<file path="config.mk">
export PLATFORM = sky130hd
export DESIGN_NAME = mem_req_arbiter_flat
export DESIGN_NICKNAME = d
export VERILOG_FILES = /design/src/rtl/mem_req_arbiter_pkg.sv /design/src/rtl/mem_req_arbiter_if.sv /design/src/rtl/mem_req_arbiter_rr_pick.sv /design/src/rtl/mem_req_arbiter.sv /design/src/flat_wrapper.sv
export SDC_FILE = /design/constraint.sdc
export NUM_CORES = 1
export LEC_CHECK = 0
export BUFFER_PORTS_ARGS = -buffer_cell sky130_fd_sc_hd__buf_2
export CAP_MARGIN = 20
export CORE_AREA = 2 2 106 108
export DETAILED_ROUTE_END_ITERATION = 7
export DIE_AREA = 0 0 108 110
export PLACE_DENSITY = 0.83
export SLEW_MARGIN = 30
export SYNTH_ARGS = -nofsm -noshare
export SYNTH_HDL_FRONTEND = slang
export SYNTH_SLANG_ARGS = --single-unit
</file>
<file path="constraint.sdc">
create_clock -name clk -period 2.1 [get_ports clk]
set_input_delay 0.315 -clock clk [delete_from_list [all_inputs] [get_ports clk]]
set_output_delay 0.315 -clock clk [all_outputs]
set_load 0.05 [all_outputs]
</file>
<file path="src/rtl/mem_req_arbiter_pkg.sv">
// gba_io_pkg: shared FSM states and access-width codes for the memory request arbiter
package gba_io_pkg;
  typedef enum logic [1:0] {IDLE, ISSUE, WAIT_RD} state_t;
  localparam logic [1:0] W8 = 2'b01;
  localparam logic [1:0] W16 = 2'b10;
  localparam logic [1:0] W32 = 2'b11;
  function automatic logic [1:0] norm_width(input logic [1:0] w);
    return (w == 2'b00) ? W32 : w;
  endfunction
endpackage

</file>
<file path="src/rtl/mem_req_arbiter_if.sv">
// mem_req_arbiter_if: requester channels plus the single shared memory command port
interface mem_req_arbiter_if #(
  parameter int NUM_CH = 2,
  parameter int ADDR_W = 26,
  parameter int DATA_W = 32
);
  logic [NUM_CH-1:0] ch_rd;
  logic [NUM_CH-1:0] ch_wr;
  logic [NUM_CH-1:0][1:0] ch_width;
  logic [NUM_CH-1:0][ADDR_W-1:0] ch_addr;
  logic [NUM_CH-1:0][DATA_W-1:0] ch_wr_data;
  logic [NUM_CH-1:0] ch_ack;
  logic [NUM_CH-1:0] ch_err;
  logic [NUM_CH-1:0] ch_rd_valid;
  logic [DATA_W-1:0] ch_rd_data;
  logic mem_rd;
  logic mem_wr;
  logic mem_rd_ready;
  logic mem_wr_ready;
  logic mem_rd_valid;
  logic [1:0] mem_data_width;
  logic [ADDR_W-1:0] mem_addr;
  logic [DATA_W-1:0] mem_wr_data;
  logic [DATA_W-1:0] mem_rd_data;
  modport slave (
    input ch_rd, ch_wr, ch_width, ch_addr, ch_wr_data,
    input mem_rd_ready, mem_wr_ready, mem_rd_valid, mem_rd_data,
    output ch_ack, ch_err, ch_rd_valid, ch_rd_data,
    output mem_rd, mem_wr, mem_data_width, mem_addr, mem_wr_data
  );
  modport master (
    output ch_rd, ch_wr, ch_width, ch_addr, ch_wr_data,
    output mem_rd_ready, mem_wr_ready, mem_rd_valid, mem_rd_data,
    input ch_ack, ch_err, ch_rd_valid, ch_rd_data,
    input mem_rd, mem_wr, mem_data_width, mem_addr, mem_wr_data
  );
endinterface

</file>
<file path="src/rtl/mem_req_arbiter_rr_pick.sv">
// rr_pick: one-hot grant of the first pending requester at or after the base index
module rr_pick #(
  parameter int NUM_CH = 2,
  parameter int PTR_W = 1
) (
  input  logic [NUM_CH-1:0] i_req,
  input  logic [PTR_W-1:0]  i_ptr,
  input  logic              i_rr,
  output logic [NUM_CH-1:0] o_gnt
);
  logic [PTR_W-1:0] w_base;
  assign w_base = i_rr ? i_ptr : '0;
  // scan offsets farthest-first so the nearest pending requester from the base is the last write
  always_comb begin
    o_gnt = '0;
    for (int k = NUM_CH - 1; k >= 0; k--)
      for (int i = 0; i < NUM_CH; i++)
        if (i_req[i] && i == (int'(w_base) + k) % NUM_CH) o_gnt = NUM_CH'(1) << i;
  end
endmodule

</file>
<file path="src/rtl/mem_req_arbiter.sv">
// mem_req_arbiter: grants one requester channel at a time onto a single memory port with timeout
module mem_req_arbiter
  import gba_io_pkg::*;
#(
  parameter int NUM_CH = 2,
  parameter int ADDR_W = 26,
  parameter int DATA_W = 32,
  parameter int RR_MODE = 1,
  parameter int TIMEOUT_CYC = 255
) (
  input logic clk,
  input logic rst,
  mem_req_arbiter_if.slave bus
);
  localparam int PTR_W = NUM_CH > 1 ? $clog2(NUM_CH) : 1;
  localparam int CNT_W = $clog2(TIMEOUT_CYC + 1);
  state_t r_state, w_state_nxt;
  logic [NUM_CH-1:0] w_req, w_gnt, r_gnt, r_ack, r_err, r_rd_valid;
  logic [PTR_W-1:0] w_idx, r_idx, r_ptr, w_nxt_ptr;
  logic [CNT_W-1:0] r_cnt;
  logic [DATA_W-1:0] r_rd_data, w_rd_ext, r_wr_data;
  logic [ADDR_W-1:0] r_addr;
  logic [1:0] r_width;
  logic r_is_rd, r_mem_rd, r_mem_wr, w_rd_sel;
  logic w_start, w_to_wait, w_done_wr, w_done_rd, w_tmo, w_cnt_hit;
  assign w_req = bus.ch_rd | bus.ch_wr;
  assign w_rd_sel = |(bus.ch_rd & w_gnt);
  assign w_nxt_ptr = (r_idx == PTR_W'(NUM_CH - 1)) ? '0 : r_idx + 1'b1;
  assign w_cnt_hit = r_cnt >= CNT_W'(TIMEOUT_CYC - 1);
  assign w_rd_ext = (r_width == W8) ? DATA_W'(bus.mem_rd_data[7:0]) :
                    (r_width == W16) ? DATA_W'(bus.mem_rd_data[15:0]) : bus.mem_rd_data;
  rr_pick #(.NUM_CH(NUM_CH), .PTR_W(PTR_W)) u_pick (
    .i_req(w_req),
    .i_ptr(r_ptr),
    .i_rr (1'(RR_MODE)),
    .o_gnt(w_gnt)
  );
  // binary index of the one-hot grant, used to select the winner's fields
  always_comb begin
    w_idx = '0;
    for (int i = 0; i < NUM_CH; i++) if (w_gnt[i]) w_idx = PTR_W'(i);
  end
  // state register
  always_ff @(posedge clk) r_state <= rst ? IDLE : w_state_nxt;
  // next state and transaction events; completion takes precedence over timeout
  always_comb begin
    w_state_nxt = r_state;
    w_start = 1'b0;
    w_to_wait = 1'b0;
    w_done_wr = 1'b0;
    w_done_rd = 1'b0;
    w_tmo = 1'b0;
    case (r_state)
      IDLE: if (|w_req) begin
        w_start = 1'b1;
        w_state_nxt = ISSUE;
      end
      ISSUE: if (r_is_rd ? bus.mem_rd_ready : bus.mem_wr_ready) begin
        w_to_wait = r_is_rd;
        w_done_wr = !r_is_rd;
        w_state_nxt = r_is_rd ? WAIT_RD : IDLE;
      end else if (w_cnt_hit) begin
        w_tmo = 1'b1;
        w_state_nxt = IDLE;
      end
      WAIT_RD: if (bus.mem_rd_valid) begin
        w_done_rd = 1'b1;
        w_state_nxt = IDLE;
      end else if (w_cnt_hit) begin
        w_tmo = 1'b1;
        w_state_nxt = IDLE;
      end
      default: w_state_nxt = IDLE;
    endcase
  end
  // latch the winner, drive the memory command and raise the per-channel result pulses
  always_ff @(posedge clk) begin
    if (rst) begin
      r_gnt <= '0;
      r_idx <= '0;
      r_ptr <= '0;
      r_cnt <= '0;
      r_is_rd <= 1'b0;
      r_mem_rd <= 1'b0;
      r_mem_wr <= 1'b0;
      r_addr <= '0;
      r_width <= '0;
      r_wr_data <= '0;
      r_rd_data <= '0;
      r_ack <= '0;
      r_err <= '0;
      r_rd_valid <= '0;
    end else begin
      r_ack <= '0;
      r_err <= '0;
      r_rd_valid <= '0;
      r_cnt <= (r_state == IDLE) ? '0 : r_cnt + 1'b1;
      if (w_start) begin
        r_gnt <= w_gnt;
        r_idx <= w_idx;
        r_is_rd <= w_rd_sel;
        r_mem_rd <= w_rd_sel;
        r_mem_wr <= !w_rd_sel;
        r_addr <= bus.ch_addr[w_idx];
        r_width <= norm_width(bus.ch_width[w_idx]);
        r_wr_data <= bus.ch_wr_data[w_idx];
      end
      if (w_to_wait || w_done_wr || w_tmo) begin
        r_mem_rd <= 1'b0;
        r_mem_wr <= 1'b0;
      end
      if (w_done_wr || w_done_rd) r_ack <= r_gnt;
      if (w_done_rd) begin
        r_rd_valid <= r_gnt;
        r_rd_data <= w_rd_ext;
      end
      if (w_tmo) r_err <= r_gnt;
      if (w_done_wr || w_done_rd || w_tmo) r_ptr <= w_nxt_ptr;
    end
  end
  assign bus.ch_ack = r_ack;
  assign bus.ch_err = r_err;
  assign bus.ch_rd_valid = r_rd_valid;
  assign bus.ch_rd_data = r_rd_data;
  assign bus.mem_rd = r_mem_rd;
  assign bus.mem_wr = r_mem_wr;
  assign bus.mem_data_width = r_width;
  assign bus.mem_addr = r_addr;
  assign bus.mem_wr_data = r_wr_data;
endmodule

</file>
<file path="src/flat_wrapper.sv">
// flat-port wrapper written by rule: the top's interface ports become plain ports
module mem_req_arbiter_flat import gba_io_pkg::*;
#(
  parameter int NUM_CH = 2,
  parameter int ADDR_W = 26,
  parameter int DATA_W = 32,
  parameter int RR_MODE = 1,
  parameter int TIMEOUT_CYC = 255
)
  (clk, rst, bus_ch_rd, bus_ch_wr, bus_ch_width, bus_ch_addr, bus_ch_wr_data, bus_mem_rd_ready, bus_mem_wr_ready, bus_mem_rd_valid, bus_mem_rd_data, bus_ch_ack, bus_ch_err, bus_ch_rd_valid, bus_ch_rd_data, bus_mem_rd, bus_mem_wr, bus_mem_data_width, bus_mem_addr, bus_mem_wr_data);
  mem_req_arbiter_if #(.NUM_CH(NUM_CH), .ADDR_W(ADDR_W), .DATA_W(DATA_W)) bus_i ();
  input logic clk;
  input logic rst;
  input wire logic [$bits(bus_i.ch_rd)-1:0] bus_ch_rd;
  input wire logic [$bits(bus_i.ch_wr)-1:0] bus_ch_wr;
  input wire logic [$bits(bus_i.ch_width)-1:0] bus_ch_width;
  input wire logic [$bits(bus_i.ch_addr)-1:0] bus_ch_addr;
  input wire logic [$bits(bus_i.ch_wr_data)-1:0] bus_ch_wr_data;
  input wire logic [$bits(bus_i.mem_rd_ready)-1:0] bus_mem_rd_ready;
  input wire logic [$bits(bus_i.mem_wr_ready)-1:0] bus_mem_wr_ready;
  input wire logic [$bits(bus_i.mem_rd_valid)-1:0] bus_mem_rd_valid;
  input wire logic [$bits(bus_i.mem_rd_data)-1:0] bus_mem_rd_data;
  output wire logic [$bits(bus_i.ch_ack)-1:0] bus_ch_ack;
  output wire logic [$bits(bus_i.ch_err)-1:0] bus_ch_err;
  output wire logic [$bits(bus_i.ch_rd_valid)-1:0] bus_ch_rd_valid;
  output wire logic [$bits(bus_i.ch_rd_data)-1:0] bus_ch_rd_data;
  output wire logic [$bits(bus_i.mem_rd)-1:0] bus_mem_rd;
  output wire logic [$bits(bus_i.mem_wr)-1:0] bus_mem_wr;
  output wire logic [$bits(bus_i.mem_data_width)-1:0] bus_mem_data_width;
  output wire logic [$bits(bus_i.mem_addr)-1:0] bus_mem_addr;
  output wire logic [$bits(bus_i.mem_wr_data)-1:0] bus_mem_wr_data;
  assign bus_i.ch_rd = bus_ch_rd;
  assign bus_i.ch_wr = bus_ch_wr;
  assign bus_i.ch_width = bus_ch_width;
  assign bus_i.ch_addr = bus_ch_addr;
  assign bus_i.ch_wr_data = bus_ch_wr_data;
  assign bus_i.mem_rd_ready = bus_mem_rd_ready;
  assign bus_i.mem_wr_ready = bus_mem_wr_ready;
  assign bus_i.mem_rd_valid = bus_mem_rd_valid;
  assign bus_i.mem_rd_data = bus_mem_rd_data;
  assign bus_ch_ack = bus_i.ch_ack;
  assign bus_ch_err = bus_i.ch_err;
  assign bus_ch_rd_valid = bus_i.ch_rd_valid;
  assign bus_ch_rd_data = bus_i.ch_rd_data;
  assign bus_mem_rd = bus_i.mem_rd;
  assign bus_mem_wr = bus_i.mem_wr;
  assign bus_mem_data_width = bus_i.mem_data_width;
  assign bus_mem_addr = bus_i.mem_addr;
  assign bus_mem_wr_data = bus_i.mem_wr_data;
  mem_req_arbiter #(.NUM_CH(NUM_CH), .ADDR_W(ADDR_W), .DATA_W(DATA_W), .RR_MODE(RR_MODE), .TIMEOUT_CYC(TIMEOUT_CYC)) u_core (.clk(clk), .rst(rst), .bus(bus_i));
endmodule
</file>
; Word-level counts from Yosys, hierarchy flattened
; Index checks and enable logic that the tools add are counted.
[op_classes]
addsub = 3
n_lt_le_gt_ge = 2
eq_ne = 6
mux = 34
n_bitwise = 6
reduce_logical = 21
[ops]
columns = op, count
row1 = 2-to-1 mux 32 bit, 4
row2 = logical NOT 32 bit, 2
row3 = 2-to-1 mux 26 bit, 2
row4 = 2-to-1 mux 2 bit, 11
row5 = 2-to-1 mux 1 bit, 15
row6 = OR reduction 2 bit, 7
row7 = adder 8 x 1 -> 8 bit (second input constant), 1
row8 = greater-or-equal comparator 8 bit (second input constant), 1
row9 = case mux 2 bit (3 select lines), 1
row10 = equality test 2 x 1 -> 1 bit (second input constant), 2
row11 = equality test 2 bit (second input constant), 2
row12 = logical AND 1 bit, 4
row13 = logical NOT 2 bit, 2
row14 = logical OR 1 bit, 4
row15 = inverter 1 bit, 3
row16 = adder 1 bit (second input constant), 2
row17 = AND 2 bit, 1
row18 = equality test 2 bit (first input constant), 1
row19 = logical NOT 1 bit, 2
row20 = less-than comparator 1 x 2 -> 1 bit (second input constant), 1
row21 = inequality test 2 x 1 -> 1 bit (second input constant), 1
row22 = OR 2 bit, 1
row23 = case mux 1 bit (2 select lines), 1
row24 = AND 1 bit (first input constant), 1
[word_totals]
register_bits = 115
input_bits = 161
elab_cells = 87

; Longest topological paths before layout
[logic_depth]
depth_word = 13
ltp_mapped = 7
depth_no_buf = 6

; By module
; From an unflattened synthesis, not the netlist that was laid out.
[hier_totals]
hier_cells = 498
hier_area_um2 = 5029.8
[by_module_without_submodules]
columns = mod, instances, cells_per_inst, area_per_inst_um2, seq_area_each_um2
row1 = mem_req_arbiter, 1, 494, 5008.6, 2282.2
row2 = rr_pick, 1, 4, 21.3, 0.0

; Worst setup path after synthesis
; Ideal clock, no wire load.
[synth_timing]
path_type = register -> register
startpoint = register u_core.r_width[1] (netlist: u_core.bus.mem_data_width[1])
endpoint = register u_core.r_rd_data[22] (netlist: u_core.bus.ch_rd_data[22])
setup_ns = 0.066
t_arrival_ns = 1.546
slack_ns = 0.488
stages_incl_launch_ff = 6
n_path_buf = 1
cell_sequence = dfxtp_1 xor2_1 nor2_1 clkbuf_1 a22oi_1 nor2_1
[synth_between]
elab_chain_len = 3
elab_cells_between_ends = 4
cone_classes = eq/ne: 2 / mux: 2
[synth_lines]
columns = element, line_no
row1 = from (decl), mem_req_arbiter.sv:23  ; logic [1:0] r_width;
row2 = from (signal assigned), mem_req_arbiter.sv:105  ; r_width <= norm_width(bus.ch_width[w_idx]);
row3 = equality test 2 bit, mem_req_arbiter.sv:31  ; (r_width == W16) ? DATA_W'(bus.mem_rd_data[15:0]) : bus.mem_rd_data;
row4 = 2-to-1 mux 32 bit, mem_req_arbiter.sv:31
row5 = 2-to-1 mux 32 bit (*), mem_req_arbiter.sv:30  ; assign w_rd_ext = (r_width == W8) ? DATA_W'(bus.mem_rd_data[7:0]) :
row6 = to (signal assigned), mem_req_arbiter.sv:115  ; r_rd_data <= w_rd_ext;
row7 = to (decl), mem_req_arbiter.sv:21  ; logic [DATA_W-1:0] r_rd_data, w_rd_ext, r_wr_data;
; Mark *: on every way between the ends. The rest lies on a longest branch, timed or not.
; A chain may end at the register's enable or synchronous reset.

; Final worst setup path
[layout_timing]
startpoint = register u_core.r_state[1]
endpoint = register u_core.r_wr_data[30] (netlist: u_core.bus.mem_wr_data[30])
[layout_between]
elab_chain_len = 2
[layout_lines]
columns = element, line_no
row1 = from (decl), mem_req_arbiter.sv:17  ; state_t r_state, w_state_nxt;
row2 = from (signal assigned), mem_req_arbiter.sv:44  ; always_ff @(posedge clk) r_state <= rst ? IDLE : w_state_nxt;
row3 = logical NOT 2 bit, mem_req_arbiter.sv:53  ; case (r_state)
row4 = 2-to-1 mux 1 bit, mem_req_arbiter.sv:53
row5 = to (signal assigned), mem_req_arbiter.sv:106  ; r_wr_data <= bus.ch_wr_data[w_idx];
row6 = to (decl), mem_req_arbiter.sv:21
; Every way passes these cells.

==> metrics.txt <==
result of the run=complete, no violations; total number of vias=between 4,000 and 5,000; Top-Level Pins=261; endpoint of the lowest-slack register-to-register path=u_core.bus.mem_wr_data[30]; global-route usage over all layers=21.32%; number of cells on the worst reg-to-reg path=6; setup repair after global routing missed its margin=no; critical path capture point=u_core.bus.mem_wr_data[30]; number of nets in the finished design=~910; Total Routed Length=~13 mm; number of placed instances, taps included=about 870; fillcell total=885; portion of the post-synthesis area used by sequential elements=approximately half; number of hold buffers added after cts=0; pin count of the biggest net entering global routing=between 70 and 80; global route overflow=0; area taken by multi-input logic gates=roughly 0.0022 mm²; clock latency on the worst-skew pair=approximately 500 ps; total iterations of the first detailed-routing run=4; fraction of the cycle the final worst path needs=a little under nine tenths; largest cells by area after synthesis=sky130_fd_sc_hd__dfxtp_1 48%, sky130_fd_sc_hd__mux2i_1 13%, sky130_fd_sc_hd__a211oi_1 8.7%; Final Hold Vio Count=0; post-synthesis sequential element count=about 110; number of antenna-violating nets in the routed design=0; max_slew headroom=~50%; clock network fraction of design power=40.9%; power consumption=between 6000 and 7000 µW; Layout Area Growth over Synthesis=41.40%; power dissipated by switching net loads=2045 µW; setup_tns=0 ps; Int Power=about 4500 µW; synthesized netlist net count=661; share of Yosys cell area claimed by the top area cell type=about half; antenna violations before repair=0; root buffer cell=sky130_fd_sc_hd__clkbuf_8; maximum frequency from static timing analysis=556.4 MHz; count of input and output buffers=between 200 and 300; crit path from=u_core.r_state[1]; count of flip-flops with a built-in enable after synthesis=0; post-synthesis cell type with the largest combined area=sky130_fd_sc_hd__dfxtp_1; clock tree from TritonCTS=yes; number of endpoints failing setup at the final stage=0; post-layout util=between 60 and 70%; Sinks on Clock Net=~110; post-detailed-placement cell area=between 0.006 and 0.007 mm²; critical path class=reg -> reg; fraction of power consumed by sequential logic=37.2%; Resized Gates After CTS=0; startpoint type of the worst setup path=flip-flop; total DRC errors in the routed layout=0; Main synth FF type=sky130_fd_sc_hd__dfxtp_1; # diodes=0; via count of the first global-routing pass=between 4,000 and 5,000; combinational cell fraction of total power=21.9%; Cell variety after synth=46; die area=approximately 0.012 mm²; CP required=about 2500 ps; Period minus WS final=~1800 ps; top post-synthesis cells by count=114 x sky130_fd_sc_hd__dfxtp_1, 101 x sky130_fd_sc_hd__nor2_1, 60 x sky130_fd_sc_hd__mux2i_1, 55 x sky130_fd_sc_hd__a211oi_1; htree depth=4; final standard cell area without fillers=between 0.006 and 0.007 mm²; proportion of synthesized flip-flops having asynchronous set or reset=0%; via density per instance=5.050; final estimated routing congestion in global placement=slightly above 0.8; Final Max Slew Viols=0; Seq. cell area=between 0.002 and 0.0025 mm²; Switching Fraction=between 30% and 40%; share of layout cells above drive strength 1=41.22%; flop2flop setup slack=between 300 and 400 ps; synthesized area divided by synthesized cell count=9.599 µm²; global-route wire length before repair=roughly 20 mm; post-detailed-placement half-perimeter wirelength=between 9 and 10 mm; leading cell type by number of instances after synthesis=sky130_fd_sc_hd__dfxtp_1; filler-free cell count of the finished design=897; origin of the critical flop-to-flop path=u_core.r_state[1]; clock buffer depth=2; DRT iter0 DRCs=about 190; number of standard cells after synthesis=slightly below 500; die span in x=108 µm; data arrival time of the critical path=around 2200 ps; peak fanout along the critical path=76; number of warning messages in the yosys log=0; number of standard-cell rows in the floorplan=38; Clk pin slew, worst setup/hold paths=60 ps; endpoint type of the worst setup path=flip-flop; Mapped Area=roughly 0.0047 mm²; Max-Cap Viols=0; PD cells=a little under 1000 mW/mm²; die height=between 100 and 150 µm; clock skew=8.333 ps; maximum vdd ir drop=456.2 µV; worst slew pin tran=between 700 and 800 ps; Pleak=approximately 0.0034 µW; DR WL/cell=between 10 and 15 µm; starting density of the core=between 40% and 50%; placeable core region=0.01070 mm²; worst min path class=in -> reg; Inserted Clock Buffers=17; setup repair bufs after CTS=0
-- flip-flops by register name, indices dropped and copies added, names as in the netlist --
| register | count |
|---|---|
| u_core.bus.mem_addr | 26 |
| u_core.r_ptr | 1 |
| u_core.r_state | 2 |
| u_core.bus.ch_ack | 2 |
| u_core.bus.mem_data_width | 2 |
| u_core.bus.mem_wr | 1 |
| u_core.r_gnt | 1 |
| u_core.bus.ch_err | 2 |
| u_core.bus.mem_wr_data | 32 |
| u_core.bus.mem_rd | 1 |
| u_core.r_idx | 1 |
| u_core.bus.ch_rd_valid | 2 |
| u_core.r_is_rd | 1 |
| u_core.r_cnt | 8 |
| u_core.bus.ch_rd_data | 32 |
-- metrics by stage --
stage | hold WS (ps) | setup slack, ps
floorplan | 429.7 | 487.7
global placement | 441.3 | 350.8
detailed placement | 451.3 | 225.8
CTS | 13.98 | 214.9
global route | 22.76 | 129.2
finish | 35.85 | 302.6
-- cell usage in the layout, fill, tap and decap left out, types with 5 or more instances in the layout --
master                       synthesis  routed
sky130_fd_sc_hd__nor2_1            101     100
sky130_fd_sc_hd__buf_2               4     259
sky130_fd_sc_hd__clkinvlp_4          0       6
sky130_fd_sc_hd__a22oi_1            24      24
sky130_fd_sc_hd__nand2_1            24      24
sky130_fd_sc_hd__dfxtp_1           114     114
sky130_fd_sc_hd__inv_1               6       6
sky130_fd_sc_hd__buf_12              1       5
sky130_fd_sc_hd__clkbuf_16           0      16
sky130_fd_sc_hd__mux2i_1            60      60
sky130_fd_sc_hd__a211oi_1           55      55
sky130_fd_sc_hd__a21oi_1            17      17
sky130_fd_sc_hd__ha_1                6       6
sky130_fd_sc_hd__clkinv_2            0       6
-- critical path: stages (launching register included) --
cell and delay, ps:
sky130_fd_sc_hd__dfxtp_1 350, sky130_fd_sc_hd__inv_1 100, sky130_fd_sc_hd__ha_1 340, sky130_fd_sc_hd__nor2b_4 270, sky130_fd_sc_hd__buf_12 290, sky130_fd_sc_hd__nor2_1 80
sky130_fd_sc_hd__a211oi_1 220
-- worst min-delay path by stage --
stage | end | slack [ps] | depth (start not counted) | from
2_1_floorplan | u_core.r_cnt[0] | 430 | 1 | u_core.r_cnt[0]
3_3_place_gp | u_core.bus.ch_rd_data[2] | 440 | 2 | u_core.bus.ch_rd_data[2]
3_5_place_dp | u_core.bus.ch_rd_data[4] | 450 | 2 | u_core.bus.ch_rd_data[4]
4_1_cts | u_core.bus.ch_rd_data[28] | 10 | 3 | bus_mem_rd_data[28]
5_1_grt | u_core.bus.ch_rd_data[22] | 20 | 3 | bus_mem_rd_data[22]
6_report | u_core.bus.ch_rd_data[28] | 40 | 3 | bus_mem_rd_data[28]
-- cell type report --
| type | instances | share of cell area [%] |
|---|---|---|
| timing repair buffer | 268 | 21.27 |
| clock buffer | 17 | 6.177 |
| clock inverter | 15 | 2.146 |
| multi-input combinational | 337 | 33.42 |
| inverter | 6 | 0.3359 |
| tap | 140 | 2.612 |
| sequential | 114 | 34.04 |
-- per-layer routing --
metal  routed length (µm)  vias to the layer above  GRT usage, %
met3                  918                       15         5.879
met5                    0                        -             0
met2                 6844                      160         39.26
met4                  136                        0         7.692
met1                 5063                     2083         23.52
li1                     -                     2272             -
-- power groups by stage --
stage | Combinational, µW | Clock, µW | Sequential [µW]
6_report | 1420 | 2660 | 2410
5_1_grt | 1530 | 2840 | 2440
4_1_cts | 1440 | 2710 | 2420
3_5_place_dp | 1430 | 0 | 2460
3_3_place_gp | 1400 | 0 | 2450
2_1_floorplan | 515 | 0 | 2970
-- cells by family (layout without fill, tap and decap cells) --
group | count (synthesis) | after routing | share of synthesized area, %
and+or+nand+nor | 147 | 147 | 13.01
AOI/OAI and AO/OA | 117 | 117 | 18.10
DFF | 114 | 114 | 48.13
muxes | 62 | 62 | 13.14
buffers and inverters | 43 | 306 | 5.119
adders and majority gates | 6 | 6 | 1.583
xor gates and xnor gates | 5 | 5 | 0.9234
No activity file was read; power rests on OpenSTA's default activity.
